<file path="src/rtl/parking_gate_controller.sv">
// Shared-gate sequencer: latches entry/exit requests, arbitrates round-robin, keeps the slot map and times the door.
// Optional macro RESERVE_SLOT_EN reserves the top slot for VIP entries (adds the entry_vip input).
module parking_gate_controller #(
    parameter int NUM_SLOTS   = 4,
    parameter int OPEN_CYCLES = 8,
    parameter int SLOT_W      = 2
) (
    input  logic                 clk,
    input  logic                 rst_n,
    input  logic                 entry_req,
    input  logic                 exit_req,
    input  logic [SLOT_W-1:0]    exit_slot,
`ifdef RESERVE_SLOT_EN
    input  logic                 entry_vip,
`endif
    output logic                 entry_grant,
    output logic                 exit_grant,
    output logic                 reject,
    output logic                 door_open,
    output logic [NUM_SLOTS-1:0] parking_slots,
    output logic                 full_light,
    output logic [2:0]           capacity,
    output logic [2:0]           best_place
);

    localparam int TW = (OPEN_CYCLES < 2) ? 1 : $clog2(OPEN_CYCLES + 1);
`ifdef RESERVE_SLOT_EN
    localparam int GEN_SLOTS = NUM_SLOTS - 1;
`else
    localparam int GEN_SLOTS = NUM_SLOTS;
`endif

    typedef enum logic [1:0] {IDLE, ENTRY_OPEN, EXIT_OPEN, CLOSE} state_t;

    state_t                state, state_d;
    logic [TW-1:0]         timer, timer_d;
    logic [NUM_SLOTS-1:0]  slots_d;
    logic                  ptr_exit, ptr_exit_d;
    logic                  entry_pend, exit_pend;
    logic [SLOT_W-1:0]     exit_slot_q;
    logic                  clr_entry, clr_exit;
    logic                  entry_grant_d, exit_grant_d, reject_d;
    logic                  serve_exit;
    logic [NUM_SLOTS-1:0]  gen_mask, entry_mask, exit_mask;
    logic                  gen_free, entry_full, exit_ok;
    logic [2:0]            free_cnt, gen_best;
`ifdef RESERVE_SLOT_EN
    logic                  vip_q;
    logic [NUM_SLOTS-1:0]  all_mask;
    logic                  all_free;
`endif

    // Slot bookkeeping: free count over all slots, lowest free slot over the general pool.
    always_comb begin
        free_cnt = 3'd0;
        gen_mask = '0;
        gen_free = 1'b0;
        gen_best = 3'd0;
        for (int i = NUM_SLOTS - 1; i >= 0; i--) begin
            if (!parking_slots[i]) begin
                free_cnt = free_cnt + 3'd1;
                if (i < GEN_SLOTS) begin
                    gen_mask    = '0;
                    gen_mask[i] = 1'b1;
                    gen_free    = 1'b1;
                    gen_best    = 3'(i + 1);
                end
            end
        end
`ifdef RESERVE_SLOT_EN
        all_mask = '0;
        all_free = 1'b0;
        for (int i = NUM_SLOTS - 1; i >= 0; i--) begin
            if (!parking_slots[i]) begin
                all_mask    = '0;
                all_mask[i] = 1'b1;
                all_free    = 1'b1;
            end
        end
        entry_mask = vip_q ? all_mask : gen_mask;
        entry_full = vip_q ? !all_free : !gen_free;
`else
        entry_mask = gen_mask;
        entry_full = !gen_free;
`endif
        exit_mask = '0;
        exit_ok   = 1'b0;
        for (int i = 0; i < NUM_SLOTS; i++) begin
            if (exit_slot_q == SLOT_W'(i)) begin
                exit_mask[i] = 1'b1;
                exit_ok      = parking_slots[i];
            end
        end
    end

    assign capacity   = free_cnt;
    assign best_place = gen_best;
    assign full_light = !gen_free;
    assign door_open  = (state == ENTRY_OPEN) || (state == EXIT_OPEN);

    always_comb begin
        state_d       = state;
        timer_d       = timer;
        slots_d       = parking_slots;
        ptr_exit_d    = ptr_exit;
        clr_entry     = 1'b0;
        clr_exit      = 1'b0;
        entry_grant_d = 1'b0;
        exit_grant_d  = 1'b0;
        reject_d      = 1'b0;
        serve_exit    = 1'b0;
        case (state)
            IDLE: begin
                if (entry_pend || exit_pend) begin
                    // Contended: pointer picks the winner, then points at the loser.
                    serve_exit = exit_pend && (!entry_pend || ptr_exit);
                    if (entry_pend && exit_pend) ptr_exit_d = !ptr_exit;
                    if (serve_exit) begin
                        clr_exit = 1'b1;
                        if (exit_ok) begin
                            slots_d      = parking_slots & ~exit_mask;
                            exit_grant_d = 1'b1;
                            timer_d      = TW'(OPEN_CYCLES);
                            state_d      = EXIT_OPEN;
                        end else begin
                            reject_d = 1'b1;
                        end
                    end else begin
                        clr_entry = 1'b1;
                        if (entry_full) begin
                            reject_d = 1'b1;
                        end else begin
                            slots_d       = parking_slots | entry_mask;
                            entry_grant_d = 1'b1;
                            timer_d       = TW'(OPEN_CYCLES);
                            state_d       = ENTRY_OPEN;
                        end
                    end
                end
            end
            ENTRY_OPEN, EXIT_OPEN: begin
                if (timer <= TW'(1)) begin
                    timer_d = '0;
                    state_d = CLOSE;
                end else begin
                    timer_d = timer - TW'(1);
                end
            end
            CLOSE:   state_d = IDLE;
            default: state_d = IDLE;
        endcase
    end

    always_ff @(posedge clk or negedge rst_n) begin
        if (!rst_n) begin
            state         <= IDLE;
            timer         <= '0;
            parking_slots <= '0;
            ptr_exit      <= 1'b1;
            entry_pend    <= 1'b0;
            exit_pend     <= 1'b0;
            exit_slot_q   <= '0;
            entry_grant   <= 1'b0;
            exit_grant    <= 1'b0;
            reject        <= 1'b0;
`ifdef RESERVE_SLOT_EN
            vip_q         <= 1'b0;
`endif
        end else begin
            state         <= state_d;
            timer         <= timer_d;
            parking_slots <= slots_d;
            ptr_exit      <= ptr_exit_d;
            entry_grant   <= entry_grant_d;
            exit_grant    <= exit_grant_d;
            reject        <= reject_d;
            // A pulse arriving while its flag is still pending is dropped.
            if (clr_entry) begin
                entry_pend <= 1'b0;
            end else if (entry_req && !entry_pend) begin
                entry_pend <= 1'b1;
`ifdef RESERVE_SLOT_EN
                vip_q      <= entry_vip;
`endif
            end
            if (clr_exit) begin
                exit_pend <= 1'b0;
            end else if (exit_req && !exit_pend) begin
                exit_pend   <= 1'b1;
                exit_slot_q <= exit_slot;
            end
        end
    end

endmodule

</file>
<file path="config.mk">
export PLATFORM = sky130hd
export DESIGN_NAME = parking_gate_controller
export DESIGN_NICKNAME = d
export VERILOG_FILES = /design/src/rtl/parking_gate_controller.sv
export SDC_FILE = /design/constraint.sdc
export NUM_CORES = 1
export LEC_CHECK = 0
export CAP_MARGIN = 20
export CORE_MARGIN = 3
export CORE_UTILIZATION = 30
export CTS_CLUSTER_SIZE = 16
export DETAILED_ROUTE_END_ITERATION = 8
export GPL_TIMING_DRIVEN = 0
export SYNTH_ARGS = -nofsm -noshare
export SYNTH_HDL_FRONTEND = slang
export SYNTH_SLANG_ARGS = --single-unit
</file>
<file path="constraint.sdc">
create_clock -name clk -period 2.51 [get_ports clk]
set_input_delay 0.3765 -clock clk [delete_from_list [all_inputs] [get_ports clk]]
set_output_delay 0.3765 -clock clk [all_outputs]
set_load 0.01 [all_outputs]
</file>
Yosys cells after proc, flatten, opt, wreduce, memory -nomap -nowiden
Index checks and enable logic that the tools add are counted.
- flip-flop bits (word level): 18
- bits of input ports: 6
- output and inout port bits: 15
- add/subtract/negate cells: 4
- order comparisons: 1
- eq/ne operators: 11
- muxes and demuxes: 62
- bitwise operators: 4
- reductions and logical operators: 23
- operator list (operator ; number):
    $mux 4 ; 12
    $mux 1 ; 36
    $mux 3 ; 7
    $reduce_and 4->1 ; 3
    $mux 2 ; 5
    $add 3x1->3 const B ; 3
    $eq 2x2->1 const B ; 4
    $pmux 4 s2 ; 1
    $reduce_bool 2->1 ; 4
    $ne 2x2->1 const B ; 3
    $ne 3x3->1 const B ; 2
    $pmux 2 s3 ; 1
    $and 4x4->4 ; 1
    $eq 2x1->1 const B ; 2
    $le 4x1->1 const B ; 1
    $logic_and 1x1->1 ; 4
    $logic_not 1->1 ; 4
    $logic_not 2->1 ; 2
    $not 4->4 ; 1
    $or 4x4->4 ; 1
    $sub 4x1->4 const B ; 1
    $logic_or 1x1->1 ; 3
    $reduce_and 3->1 ; 1
    $reduce_and 2->1 ; 1
    2 further kinds ; 2

Depth between registers and ports, before layout
- word-level depth: 9
- mapped depth: 7
- gate-level depth less buffers: 7

Worst setup path after synthesis
OpenSTA, ideal clock, no wires.
- path type: register to output
- start: reg parking_slots[2]
- end: out capacity[1]
- arrival: 1.603 ns
- slack: 0.531 ns
- cell stages (with the launch flop): 6
- path buffers: 0
- path through: dfrtp_1 > inv_1 > ha_1 > xnor2_1 > ha_1 > mux2_2
- word-level cells in the longest chain between the ends: 5
- ends and longest elaborated chain (element ; RTL line ; text):
    from (decl) ; 20 ; output logic [NUM_SLOTS-1:0] parking_slots,
    from (signal assigned) ; 172 ; parking_slots <= slots_d;
    $mux 3 * ; 60 ; if (!parking_slots[i]) begin
    $add 3x1->3 ; 61 ; free_cnt = free_cnt + 3'd1;
    $mux 3 * ; 60 ;
    $add 3x1->3 ; 61 ;
    $mux 3 * ; 60 ;
    to (decl) ; 22 ; output logic [2:0] capacity,
Every way passes the cells marked *; elsewhere a longest branch is shown, timed or not.

Worst setup path after layout
Same ends and word-level chain as after synthesis.

==> results by group <==
Run status
  • Status: complete, no violations

Hold path
  • Min-Delay Endpoint: ptr_exit
  • Hold Path Class: register to register
  • Worst Hold Path Cells: 1
  • Hold_sp: ptr_exit

Final layout
  • Fraction of layout instances using a drive strength above 1: approximately 23%
  • # diodes: 0
  • Multi-input logic area: 604 µm²
  • Final std cells w/o fill: 179
  • Area delta synth->final: 31.8%
  • Register area: around 450 µm²
  • Filler cell count: 345
  • Final nets: between 100 and 150

Setup path
  • Element type at the critical path end: output pin
  • Crit path DAT: 2.02 ns
  • CP top delay family: adder cells
  • Kind of critical path: register to output pin
  • Start of the worst register-to-register path: parking_slots[2]
  • Startpoint class of the critical path: register
  • R2R cell count: 7
  • Worst path bufs/invs: 2
  • Critical-path maximum fanout: 3
  • CP peak stage delay: 0.44 ns
  • Crit-path slowest cell: dfrtp_2
  • R2R setup slack: 0.35 ns
  • Worst EP required: between 2 and 2.5 ns
  • Worst R2R End: timer[0]
  • Crit-path cells: inv_1, ha_4, xnor2_2, ha_1, mux2_2, dlygate4sd2_1

STA
  • Achievable Freq: 0.417 GHz
  • Slew at the pin closest to its max-slew limit: 0.793 ns
  • Slew Limit Fails: 0
  • RSZ-0062 raised after global routing: no
  • Slew margin rel.: 46.9%
  • Min Tclk post-route: about 2.4 ns
  • Final setup vio count: 0
  • Total negative slack: 0 ns
  • Fin crit share: 95.6%
  • Clock skew: 0.00498 ns
  • Hold WS: 0.507 ns
  • Final Hold Vio Count: 0

Floorplanning
  • Die W: roughly 66 µm
  • Io pins: 21
  • DIE AREA: roughly 0.0044 mm²
  • Die Height: approximately 66 µm
  • Core ar.: roughly 0.0034 mm²
  • Initial Util: 32.0%
  • Std cell rows: 21

Yosys
  • Main combinational cell family by area after synthesis: compound AO/OA/AOI/OAI gates
  • Top-area cell type share of the netlist area: 38.9%
  • Post-synthesis mux area share: 9.97%
  • Synth Flop Type: dfrtp_1
  • Seq cells post-synth: 18
  • Asr flop ratio synth: 100%
  • Seq/Total Area, Yosys: 41.4%
  • Largest cells by area after synthesis: dfrtp_1, ha_1, mux2_2
  • Syn Nets: between 100 and 150
  • Post-synthesis compound-gate area fraction: 15.5%
  • Netlist cell types: 40
  • Yosys top cell by area: dfrtp_1
  • Synth Instances: 105
  • Number of synthesized flops with an enable pin: 0
  • Synth Area per Inst: 10.4 µm²
  • Yosys warns: 0
  • Top post-synthesis cells by count: dfrtp_1, inv_1, ha_1, nor2_1, o21ai_0
  • Adder-Cell Fraction of Synth Area: 9.16%
  • Most frequent cell after synthesis: dfrtp_1
  • Mapped Area: 0.00109 mm²
  • Simple logic cell fraction of the synthesized area: 15.3%
  • XOR/XNOR Fraction of Synth Area: 3.21%

Clocking
  • Clk slew on worst S/H paths: 0.11 ns
  • Worst-Skew Late Latency: approximately 0.3 ns
  • CTS root buf: clkbuf_4
  • CTS Sinks: 18
  • Maximum clock path buffer count: 2
  • Hold buffer count at CTS: 0
  • TritonCTS buffer count: 3
  • Htree depth: 1
  • CTS tree: built

Route
  • Routed wire per std cell: 12.2 µm
  • Pre-Repair DR Iteration Count: 4
  • Vias per inst: around 4.8
  • Initial DRC count: 28
  • Antenna Violating Nets Remaining: 0
  • Final WL: 2190 µm
  • Via count: ~850
  • DRC: 0

GRT
  • Tot GR Track Use: between 10% and 20%
  • Largest net degree at the start of global routing: 19
  • Antenna violations before repair: 0
  • Number of global-route vias before repair: 828
  • Global-route wire length before repair: 3720 µm
  • Gr ovfl total: 0

Pwr
  • Power Dens Cells: 1600 mW/mm²
  • Leakage: 0.645 nW
  • Peak supply drop: 0.000398 V

Place
  • Routability congestion estimate: 0.756
  • Placed cells: around 170
  • Dpl hpwl: 1540 µm
  • Number of port buffers: 20

Job
  • Max-Cap Viols: 0
[power by group]
group | leakage (nW) | internal, mW | switching [mW]
sequential | 0.212 | 0.438 | 0.121
clock | 0.0210 | 0.0886 | 0.0945
combinational | 0.413 | 0.857 | 0.710
total | 0.645 | 1.38 | 0.926
[layout make-up]
cell class	instances	share of cell area, %
Multi-Input combinational cell	75	42.0
Sequential cell	18	31.5
Timing Repair Buffer	24	15.9
Tap cell	46	4.00
Clock buffer	4	2.52
Inverter	9	2.35
Buffer	3	1.82
[routing by layer]
metal | global-route usage (%) | routed length (µm) | vias up
li1 | - | - | 421
met1 | 14.7 | 1070 | 403
met2 | 16.4 | 984 | 22
met3 | 2.21 | 95 | 5
met4 | 6.09 | 42 | 0
met5 | 0 | 0 | -
[per-stage QoR]
step                power, mW  cell area (µm²)  utilization [%]  setup WS [ns]
global placement         2.01             1350             39.5         0.0646
detailed placement       2.05             1350             39.5         0.0331
floorplan                1.53             1090                -          0.531
CTS                      2.28             1420             41.4         0.0610
finish                   2.31             1440             42.2          0.110
global route             2.51             1440             42.2         0.0198
[worst register-to-register path: cells and delay by family, from the launching register on]
family	cells	cell delay, ns
adder cells (fa/ha/maj)	1	0.22
multiplexers	1	0.31
AO/OA/AOI/OAI	2	0.59
AND/OR/NAND/NOR	1	0.21
flip-flops	1	0.44
buffers and inverters	2	0.30
[worst max path at each step]
stage / startpoint / slack (ns) / cells after the start / end
global route: parking_slots[2] / 0.02 / 6 / capacity[1]
global placement: parking_slots[2] / 0.06 / 6 / capacity[1]
floorplan: parking_slots[2] / 0.53 / 5 / capacity[1]
finish: parking_slots[2] / 0.11 / 6 / capacity[1]
detailed placement: parking_slots[2] / 0.03 / 6 / capacity[1]
CTS: parking_slots[2] / 0.06 / 6 / capacity[1]
[cells by family after synthesis]
group,Yosys count
AO/OA/AOI/OAI,23
adder cells (fa/ha/maj),8
flip-flops,18
XOR/XNOR,4
buffers and inverters,12
AND/OR/NAND/NOR,31
multiplexers,9
[registers in the layout (all words and copies together), names as in the netlist]
signal	count
parking_slots	4
timer	4
state	2
entry_pend	1
reject	1
entry_grant	1
exit_pend	1
exit_grant	1
exit_slot_q	2
ptr_exit	1
[cells in the final DEF, fill, tap and decap left out, types with 3 or more instances in the layout]
master / n
dfrtp_1: 16
mux2i_1: 3
ha_1: 7
xnor2_1: 3
mux2_2: 5
nand2_1: 5
nor3_1: 3
nand3_1: 3
buf_4: 4
nor2_1: 8
o21ai_0: 5
clkdlybuf4s50_1: 18
a21oi_1: 3
clkbuf_4: 3
inv_1: 9
[repair_timing]
item,in CTS,in global routing
pin swaps,0,1
endpoints found under the hold margin,0,0
setup buffers,3,1
setup endpoints to repair,3,2
gates resized for setup,5,3
Power figures use the tool's default switching activity.
